`src/rtl/apb_arbiter_pkg.sv`:
```
// Shared types and constants for the two-requester APB arbiter.
// Holds the transfer state encoding and the default completion timeout.
package apb_arbiter_pkg;

   typedef enum logic [1:0] {
      IDLE   = 2'd0,
      SETUP  = 2'd1,
      ACCESS = 2'd2
   } state_t;

   localparam int unsigned DEFAULT_TIMEOUT = 1024;

   // Width able to hold 0..t; a disabled timeout still gets a 1-bit counter.
   function automatic int unsigned counterWidth(input int unsigned t);
      return (t == 0) ? 1 : $clog2(t + 1);
   endfunction

endpackage

```
`src/rtl/rr_arbiter2.sv`:
```
// Two-way round-robin selector: on a tie, picks the requester not granted last.
// A lone requester always wins; the output is don't-care when nobody requests.
module rr_arbiter2 (
   input  logic [1:0] req,
   input  logic       last,
   output logic       gnt_id
);

   always_comb begin
      gnt_id = 1'b0;
      if (req == 2'b11) begin
         gnt_id = ~last;
      end else if (req[1]) begin
         gnt_id = 1'b1;
      end
   end

endmodule

```
`src/rtl/apb_arbiter2.sv`:
```
// Two-requester APB arbiter in front of a single completer port, with
// round-robin grant and an optional forced-error timeout in ACCESS.
module apb_arbiter2
   import apb_arbiter_pkg::*;
#(
   parameter int unsigned TIMEOUT = DEFAULT_TIMEOUT
) (
   input  logic        clock,
   input  logic        reset,

   input  logic [31:0] in0_paddr,
   input  logic        in0_psel,
   input  logic        in0_penable,
   input  logic [2:0]  in0_pprot,
   input  logic        in0_pwrite,
   input  logic [31:0] in0_pwdata,
   input  logic [3:0]  in0_pstrb,
   output logic        in0_pready,
   output logic [31:0] in0_prdata,
   output logic        in0_pslverr,

   input  logic [31:0] in1_paddr,
   input  logic        in1_psel,
   input  logic        in1_penable,
   input  logic [2:0]  in1_pprot,
   input  logic        in1_pwrite,
   input  logic [31:0] in1_pwdata,
   input  logic [3:0]  in1_pstrb,
   output logic        in1_pready,
   output logic [31:0] in1_prdata,
   output logic        in1_pslverr,

   output logic [31:0] out_paddr,
   output logic        out_psel,
   output logic        out_penable,
   output logic [2:0]  out_pprot,
   output logic        out_pwrite,
   output logic [31:0] out_pwdata,
   output logic [3:0]  out_pstrb,
   input  logic        out_pready,
   input  logic [31:0] out_prdata,
   input  logic        out_pslverr,

   output logic        grant_id
);

   localparam int unsigned CW = counterWidth(TIMEOUT);
   localparam logic [CW-1:0] CNT_MAX = '1;
   localparam logic [CW-1:0] TO_LAST = (TIMEOUT > 0) ? CW'(TIMEOUT - 1) : '0;
   localparam bit TO_ENABLED = (TIMEOUT > 0);

   state_t        r_state;
   state_t        w_nextState;
   logic          r_grantId;
   logic          r_last;
   logic [31:0]   r_paddr;
   logic [2:0]    r_pprot;
   logic          r_pwrite;
   logic [31:0]   r_pwdata;
   logic [3:0]    r_pstrb;
   logic [CW-1:0] r_count;

   logic          w_gnt;
   logic          w_anyReq;
   logic          w_access;
   logic          w_timeout;
   logic          w_done;
   logic [31:0]   w_rspData;
   logic          w_rspErr;
   logic          w_unusedPenable;

   // Requesters' penable carries no information the arbiter needs.
   assign w_unusedPenable = in0_penable ^ in1_penable;

   assign w_anyReq  = in0_psel | in1_psel;
   assign w_access  = (r_state == ACCESS);
   assign w_timeout = TO_ENABLED && w_access && !out_pready && (r_count == TO_LAST);
   assign w_done    = w_access && (out_pready || w_timeout);

   rr_arbiter2 u_rr (
      .req    ({in1_psel, in0_psel}),
      .last   (r_last),
      .gnt_id (w_gnt)
   );

   always_ff @(posedge clock or posedge reset) begin
      if (reset) begin
         r_state <= IDLE;
      end else begin
         r_state <= w_nextState;
      end
   end

   always_comb begin
      w_nextState = r_state;
      case (r_state)
         IDLE:    if (w_anyReq) w_nextState = SETUP;
         SETUP:   w_nextState = ACCESS;
         ACCESS:  if (w_done) w_nextState = IDLE;
         default: w_nextState = IDLE;
      endcase
   end

   // The last-grant pointer moves only here, at grant time.
   always_ff @(posedge clock or posedge reset) begin
      if (reset) begin
         r_grantId <= 1'b0;
         r_last    <= 1'b1;
         r_paddr   <= '0;
         r_pprot   <= '0;
         r_pwrite  <= 1'b0;
         r_pwdata  <= '0;
         r_pstrb   <= '0;
      end else if ((r_state == IDLE) && w_anyReq) begin
         r_grantId <= w_gnt;
         r_last    <= w_gnt;
         r_paddr   <= w_gnt ? in1_paddr  : in0_paddr;
         r_pprot   <= w_gnt ? in1_pprot  : in0_pprot;
         r_pwrite  <= w_gnt ? in1_pwrite : in0_pwrite;
         r_pwdata  <= w_gnt ? in1_pwdata : in0_pwdata;
         r_pstrb   <= w_gnt ? in1_pstrb  : in0_pstrb;
      end
   end

   always_ff @(posedge clock or posedge reset) begin
      if (reset) begin
         r_count <= '0;
      end else if (r_state == SETUP) begin
         r_count <= '0;
      end else if (w_access && !out_pready && (r_count != CNT_MAX)) begin
         r_count <= r_count + CW'(1);
      end
   end

   assign out_psel    = (r_state != IDLE);
   assign out_penable = w_access;
   assign out_paddr   = r_paddr;
   assign out_pprot   = r_pprot;
   assign out_pwrite  = r_pwrite;
   assign out_pwdata  = r_pwdata;
   assign out_pstrb   = r_pstrb;
   assign grant_id    = r_grantId;

   // A real completer response wins over a coincident timeout.
   assign w_rspData = out_pready ? out_prdata : 32'h0;
   assign w_rspErr  = out_pready ? out_pslverr : 1'b1;

   always_comb begin
      in0_pready  = 1'b0;
      in0_prdata  = 32'h0;
      in0_pslverr = 1'b0;
      in1_pready  = 1'b0;
      in1_prdata  = 32'h0;
      in1_pslverr = 1'b0;
      if (w_done) begin
         if (r_grantId) begin
            in1_pready  = 1'b1;
            in1_prdata  = w_rspData;
            in1_pslverr = w_rspErr;
         end else begin
            in0_pready  = 1'b1;
            in0_prdata  = w_rspData;
            in0_pslverr = w_rspErr;
         end
      end
   end

endmodule
```
`config.mk`:
```
export PLATFORM = sky130hd
export DESIGN_NAME = apb_arbiter2
export DESIGN_NICKNAME = d
export VERILOG_FILES = /design/src/rtl/apb_arbiter_pkg.sv /design/src/rtl/rr_arbiter2.sv /design/src/rtl/apb_arbiter2.sv
export SDC_FILE = /design/constraint.sdc
export NUM_CORES = 1
export LEC_CHECK = 0
export BUFFER_PORTS_ARGS = -buffer_cell sky130_fd_sc_hd__buf_2
export CAP_MARGIN = 30
export CORE_MARGIN = 2
export CORE_UTILIZATION = 30
export CTS_CLUSTER_DIAMETER = 120
export DETAILED_ROUTE_END_ITERATION = 6
export HOLD_SLACK_MARGIN = 0.06
export MAX_ROUTING_LAYER = met4
export PLACE_DENSITY_LB_ADDON = 0.1
export SLEW_MARGIN = 20
export SYNTH_ARGS = -nofsm -noshare
export SYNTH_HDL_FRONTEND = slang
export SYNTH_HIERARCHICAL = 1
export SYNTH_SLANG_ARGS = --single-unit
```
`constraint.sdc`:
```
create_clock -name clock -period 2.5 [get_ports clock]
set_clock_uncertainty 0.2 [all_clocks]
set_input_delay 0.25 -clock clock [delete_from_list [all_inputs] [get_ports clock]]
set_output_delay 0.25 -clock clock [all_outputs]
set_load 0.03 [all_outputs]
```
==> flow_metrics.py, run 1 <==
metrics = {
    "floorplan": {
        "die_area_um2": 16400,
        "coreArea_um2": 15100,
        "die_w_um": 128,
        "pin_count": 327,
        "row_count": 45,
        "start_util": 0.305,
        "die_y_um": 128,
    },
    "hold_path": {
        "holdCritStartpoint": "in0_pwdata[25]",
        "hold_class": "input pin to register",
        "hold_depth": 3,
        "hold-path-endpoint": "out_pwdata[25]",
    },
    "synthesis": {
        "dominantRegCellSynth": "dfrtp_1",
        "synthArstFlopShare": 1.00,
        "synth-edff-count": 0,
        "ys_ff_latch": 87,
        "ys_seq_area_frac": 0.471,
        "avgSynthCellArea_um2": 9.63,
        "yosysWarningCount": 6,
        "syn-instance-count": 480,
        "syn_nets": 665,
        "ys_types": 46,
        "syn-cell-area_um2": 4620,
    },
    "critical_path": {
        "rr_startpoint": "r_last",
        "crit_path_max_fanout": 5,
        "ff2ff_setup_slack_ns": 0.38,
        "r2r_end": "out_paddr[16]",
        "worst-endpoint-required_ns": 2.05,
        "critPathLaunchType": "register",
        "end_kind": "output port",
        "crit_type": "register to output port",
        "arrival_ns": 1.88,
        "r2r_cells": 5,
    },
    "job": {
        "maxCapViolations": 0,
    },
    "placed_design": {
        "place_congestion": 0.862,
        "place_area_um2": 6410,
        "portBuffers": 324,
        "hpwlAfterDp_um": 11600,
        "dp_slack_ns": 0.282,
    },
    "route": {
        "ant_nets": 0,
        "via_per_inst": 4.65,
        "vias": 5235,
        "drt-initial-drc-count": 158,
        "wl_um": 16700,
        "wl_per_cell_um": 14.8,
        "dr.pass1.iters": 4,
        "route.detailed.drc": 0,
    },
    "sta": {
        "fin_crit_ns": 2.33,
        "layout_setup_ws_ns": 0.168,
        "slew_violations": 0,
        "fin_setup_tns_ns": 0,
        "period_share": 0.933,
        "relSlewSlack": 0.685,
        "hold_viol_final": 0,
        "worst_pin_slew_ns": 0.472,
        "setup_viol_count_final": 0,
        "fmax_ghz": 0.429,
        "hold_ws_ns": 0.0671,
    },
    "clock_tree": {
        "cts_tree": "yes",
        "clkTransAtPathRegs_ns": 0.06,
        "cts_buffers": 9,
        "clock-sinks": 87,
        "htreeDepth": 3,
        "cts_root_buf": "clkbuf_16",
        "clk_latency_ns": 0.34,
        "clock_path_buffers": 2,
    },
    "global_routing": {
        "grt_pass1_vias": 5307,
        "antenna_found_initial": 3,
        "grt_use_met1": 0.203,
        "gr-max-usage-layer": "met2",
        "grt_start_max_net_pins": 88,
        "gr-usage-all-layers": 0.203,
        "use_met2": 0.382,
        "use_met3": 0.0317,
        "grt_pass1_wl_um": 25500,
        "grt_remaining_overflow": 0,
    },
    "finish": {
        "nets": 1114,
        "area_delta_synth_final_pct": 77.5,
        "filler_cell_count": 1412,
        "final_area_um2": 8200,
        "layout-drive-gt1-share": 0.397,
    },
    "pwr": {
        "swShare": 0.461,
        "pwr_density_cell_nw_per_um2": 1010,
        "p_comb_frac": 0.539,
        "power.leakage_uw": 0.00424,
        "clkPwrFrac": 0.172,
        "p_int_uw": 4460,
        "seq_power_share": 0.289,
        "ir_drop_v": 0.000627,
        "p_sw_uw": 3820,
        "power_uw": 8280,
    },
    "status": {
        "status": "complete, no violations",
    },
}
==> worst max path at each step <==
stage / start / endpoint / slack [ns] / cells after the start
final: r_count[0] / in1_pslverr / 0.17 / 6
after detailed placement: r_count[0] / in1_pslverr / 0.28 / 6
after global placement: r_count[0] / in0_pready / 0.31 / 6
after CTS: r_count[0] / in1_pslverr / 0.02 / 6
after floorplan: r_count[0] / in0_pready / 0.17 / 5
after global routing: r_count[1] / in0_pready / -0.006 / 6
==> cell usage after synthesis, types with 2 or more instances <==
library cell	count	share of area
o21ai_0	3	0.0032
a31oi_1	3	0.0041
nand2_1	8	0.0065
a211oi_1	2	0.0032
a22o_1	2	0.0038
buf_6	7	0.017
nor3_1	5	0.0054
o41ai_1	2	0.0038
o311ai_0	2	0.0038
and2_1	31	0.042
buf_4	2	0.0032
nand4_1	2	0.0027
and3_1	35	0.047
mux2i_1	72	0.16
nand3_1	2	0.0022
nor2_1	86	0.070
a21oi_1	75	0.081
clkbuf_1	12	0.0097
buf_2	11	0.012
dfrtp_1	86	0.47
clkbuf_2	4	0.0043
inv_1	4	0.0032
==> timing repair <==
action                                  4_1_cts  5_1_grt
cloned                                        0        1
setup buffers                                 0        2
resized for setup                             4       12
hold buffers                                139        0
pin swaps                                     0        1
hold endpoints to repair                    156        0
endpoints found under the setup margin       35       35
==> worst max-delay path: stages, from the launching register on <==
cell and delay [ns]:
dfrtp_2 0.40, ha_2 0.22, and3_4 0.21, nor4b_4 0.21, nor2_1 0.12, nor3_1 0.15, buf_2 0.23
==> cells in the final DEF, fill, tap and decap left out, types with 3 or more instances in the layout <==
cell	n
dlygate4sd3_1	139
a21oi_1	75
buf_2	323
dfrtp_2	3
dfrtp_1	83
buf_12	5
and3_1	34
nor3_1	5
nand2_1	8
o21ai_0	3
a31oi_1	3
diode_2	3
buf_4	5
mux2i_1	72
clkbuf_16	9
nor2_1	84
inv_1	3
and2_1	31
==> metrics by stage <==
step                      instances   util
after CTS                      1119  0.537
final                          1125  0.542
after detailed placement        964  0.424
after global placement          964  0.424
after floorplan                 480      -
after global routing           1125  0.542
==> routing by layer <==
metal	vias to the layer above	share of wire
li1	2572	-
met3	41	0.054
met5	-	0
met4	0	0.038
met1	2400	0.37
met2	222	0.54
==> state kept, by name (all words and copies together) (netlist names) <==
register	count
grant_id	1
out_paddr	32
out_pprot	3
out_pstrb	4
out_pwdata	32
out_pwrite	1
r_count	11
r_last	1
r_state	2
==> cell type report <==
cell class / instances / area, um^2 / area share
well taps: 188 / 235 / 0.0287
multi-input cells: 351 / 2260 / 0.276
repair buffers: 475 / 3180 / 0.387
inverters: 5 / 22.5 / 0.00275
clock buffers: 11 / 233 / 0.0284
clock inverters: 5 / 82.6 / 0.0101
flip-flops and latches: 87 / 2180 / 0.266
diodes: 3 / 7.51 / 0.000915
==> power by group through the flow <==
stage | registers (uW) | logic, uW | clock network (uW)
final | 2400 | 4460 | 1420
after global routing | 2480 | 4780 | 1540
after CTS | 2410 | 4400 | 1480
after detailed placement | 2410 | 4120 | 0
after global placement | 2390 | 4060 | 0
after floorplan | 3520 | 1790 | 0
==> cells by family after synthesis <==
| logic type | count (synthesis) | share of synthesized area |
|---|---|---|
| and+or+nand+nor | 182 | 0.202 |
| DFF | 87 | 0.471 |
| AOI/OAI and AO/OA | 94 | 0.113 |
| buffers and inverters | 42 | 0.0512 |
| adders and majority gates | 1 | 0.00271 |
| muxes | 72 | 0.156 |
| xor gates and xnor gates | 2 | 0.00379 |
No activity file was read; power rests on OpenSTA's default activity.
==> inputs of run 2 (changes only) <==
--- a/config.mk
+++ b/config.mk
@@ -7,8 +7,9 @@
 export LEC_CHECK = 0
 export BUFFER_PORTS_ARGS = -buffer_cell sky130_fd_sc_hd__buf_2
 export CAP_MARGIN = 30
-export CORE_MARGIN = 2
+export CORE_MARGIN = 3
 export CORE_UTILIZATION = 30
+export CTS_BUF_LIST = sky130_fd_sc_hd__clkbuf_8
 export CTS_CLUSTER_DIAMETER = 120
 export DETAILED_ROUTE_END_ITERATION = 6
 export HOLD_SLACK_MARGIN = 0.06
==> flow_metrics.py, run 2 (synthesized netlist as in run 1, its figures left out) <==
metrics = {
    "status": {
        "status": "complete, no violations",
    },
    "critical_path": {
        "critPathLaunchType": "input pin",
        "worst-path-buf-inv": 4,
        "rr_startpoint": "r_last",
        "crit_chain": "dlygate4sd3_1, buf_2, a21boi_4, buf_12, mux2i_1, dlygate4sd3_1, a21oi_1",
        "end_kind": "register",
        "r2r_cells": 5,
        "cp-startpoint": "in1_psel",
        "ff2ff_setup_slack_ns": 0.28,
        "cp_top_family": "buffers and inverters",
        "worst_path_most_repeated_cell": "dlygate4sd3_1",
        "arrival_ns": 2.45,
        "crit_type": "input pin to register",
        "r2r_end": "out_pwdata[22]",
        "critPathSlowestCell": "dlygate4sd3_1",
        "cp.depth": 7,
        "crit_path_max_fanout": 52,
        "worst-endpoint-required_ns": 2.53,
        "critPathMaxStageDelay_ns": 0.58,
        "crit_end": "out_pwdata[22]",
    },
    "placed_design": {
        "dp.cells": 963,
        "place_congestion": 0.822,
        "portBuffers": 324,
        "hpwlAfterDp_um": 12100,
        "dp_slack_ns": 0.158,
    },
    "global_routing": {
        "grt_pass1_wl_um": 26700,
        "grt_remaining_overflow": 0,
        "grt_start_max_net_pins": 94,
        "grt_pass1_vias": 5434,
        "gr-usage-all-layers": 0.207,
        "antenna_found_initial": 0,
    },
    "floorplan": {
        "coreArea_um2": 14800,
        "die_y_um": 130,
        "pin_count": 327,
        "die_w_um": 130,
        "start_util": 0.312,
        "die_area_um2": 16900,
        "row_count": 44,
    },
    "sta": {
        "layout_setup_ws_ns": 0.0837,
        "period_share": 0.967,
        "rsz0062_at_grt": "yes",
        "fmax_ghz": 0.414,
        "worst_pin_slew_ns": 0.770,
        "fin_crit_ns": 2.42,
        "setup_viol_count_final": 0,
        "relSlewSlack": 0.485,
        "slew_violations": 0,
        "hold_viol_final": 0,
    },
    "pwr": {
        "p_comb_frac": 0.575,
        "power.leakage_uw": 0.00424,
        "seq_power_share": 0.301,
        "pwr_density_cell_nw_per_um2": 965,
        "p_int_uw": 4050,
        "p_sw_uw": 3840,
        "ir_drop_v": 0.000516,
        "swShare": 0.487,
        "clkPwrFrac": 0.124,
    },
    "clock_tree": {
        "cts_tree": "yes",
        "clk_latency_ns": 0.36,
        "clkTransAtPathRegs_ns": 0.08,
        "htreeDepth": 3,
        "clock_path_buffers": 2,
        "cts_root_buf": "clkbuf_8",
        "cts_buffers": 9,
        "clock-sinks": 87,
    },
    "finish": {
        "layout-drive-gt1-share": 0.402,
        "mostFrequentLayoutCells": "buf_2, dlygate4sd3_1, dfrtp_1, nor2_1, a21oi_1",
        "num_antenna_cells": 0,
        "nets": 1126,
        "layout_commonest_cell": "buf_2",
        "multi_input_area_um2": 2290,
        "filler_cell_count": 1304,
        "area_delta_synth_final_pct": 77.0,
        "finalNonFillerCells": 1129,
        "seqCellArea_um2": 2180,
    },
    "hold_path": {
        "hold_class": "input pin to register",
    },
    "route": {
        "wl_per_cell_um": 15.7,
        "via_per_inst": 4.71,
        "wl_um": 17800,
        "drt-initial-drc-count": 168,
        "dr.pass1.iters": 4,
        "vias": 5312,
        "ant_nets": 0,
        "route.detailed.drc": 0,
    },
    "job": {
        "maxCapViolations": 0,
    },
}
==> run 2: power groups by stage <==
stage	clock network [uW]	registers (uW)	logic, uW
global route	1070	2450	4870
finish	980	2380	4540
floorplan	0	3520	1790
global placement	0	2360	4130
detailed placement	0	2380	4190
CTS	1000	2370	4490
==> run 2: how the worst min path moves through the flow <==
stage / from / to / depth (start not counted)
global placement: reset / out_pwdata[28] / 2
global route: in1_paddr[31] / out_paddr[31] / 3
finish: in1_paddr[31] / out_paddr[31] / 3
detailed placement: reset / out_paddr[0] / 2
CTS: in1_paddr[31] / out_paddr[31] / 3
floorplan: in0_paddr[18] / out_paddr[18] / 2
==> run 2: layout make-up <==
| cell class | instances | share of cell area |
|---|---|---|
| Inverter | 5 | 0.00275 |
| Multi-Input combinational cell | 351 | 0.280 |
| Tap cell | 184 | 0.0282 |
| Timing Repair Buffer | 487 | 0.400 |
| Sequential cell | 87 | 0.267 |
| Clock buffer | 9 | 0.0151 |
| Clock inverter | 6 | 0.00750 |
==> run 2: timing repair <==
action / 4_1_cts / 5_1_grt
gates resized for setup: 4 / 20
endpoints found under the setup margin: 4 / 35
endpoints found under the hold margin: 102 / 0
hold buffers: 143 / 0
pin swaps: 0 / 3
cloned: 0 / 2
buffers inserted: 1 / 5
==> run 2: per-layer routing <==
layer	GRT usage	wire length, um	vias to the layer above	share of wire
li1	-	-	2590	-
met1	0.202	6270	2435	0.35
met2	0.386	9600	237	0.54
met3	0.0401	1220	50	0.068
met4	0.107	694	0	0.039
met5	-	0	-	0
==> run 2: metrics by stage <==
stage                     instance area (um^2)   util  power, uW  hold WS (ns)  setup TNS, ns
final                                     8180  0.552       7890        0.0814              0
after global routing                      8180  0.552       8390        0.0889        -0.0655
after CTS                                 8060  0.545       7860        0.0643              0
after detailed placement                  6420  0.434       6570         0.239              0
after global placement                    6420  0.434       6490         0.230              0
after floorplan                           4630      -       5310         0.257              0
==> run 2: tightest hold or removal path, stage by stage <==
cell     delay, ns
buf_2         0.08
mux2i_1       0.09
a21oi_1       0.17
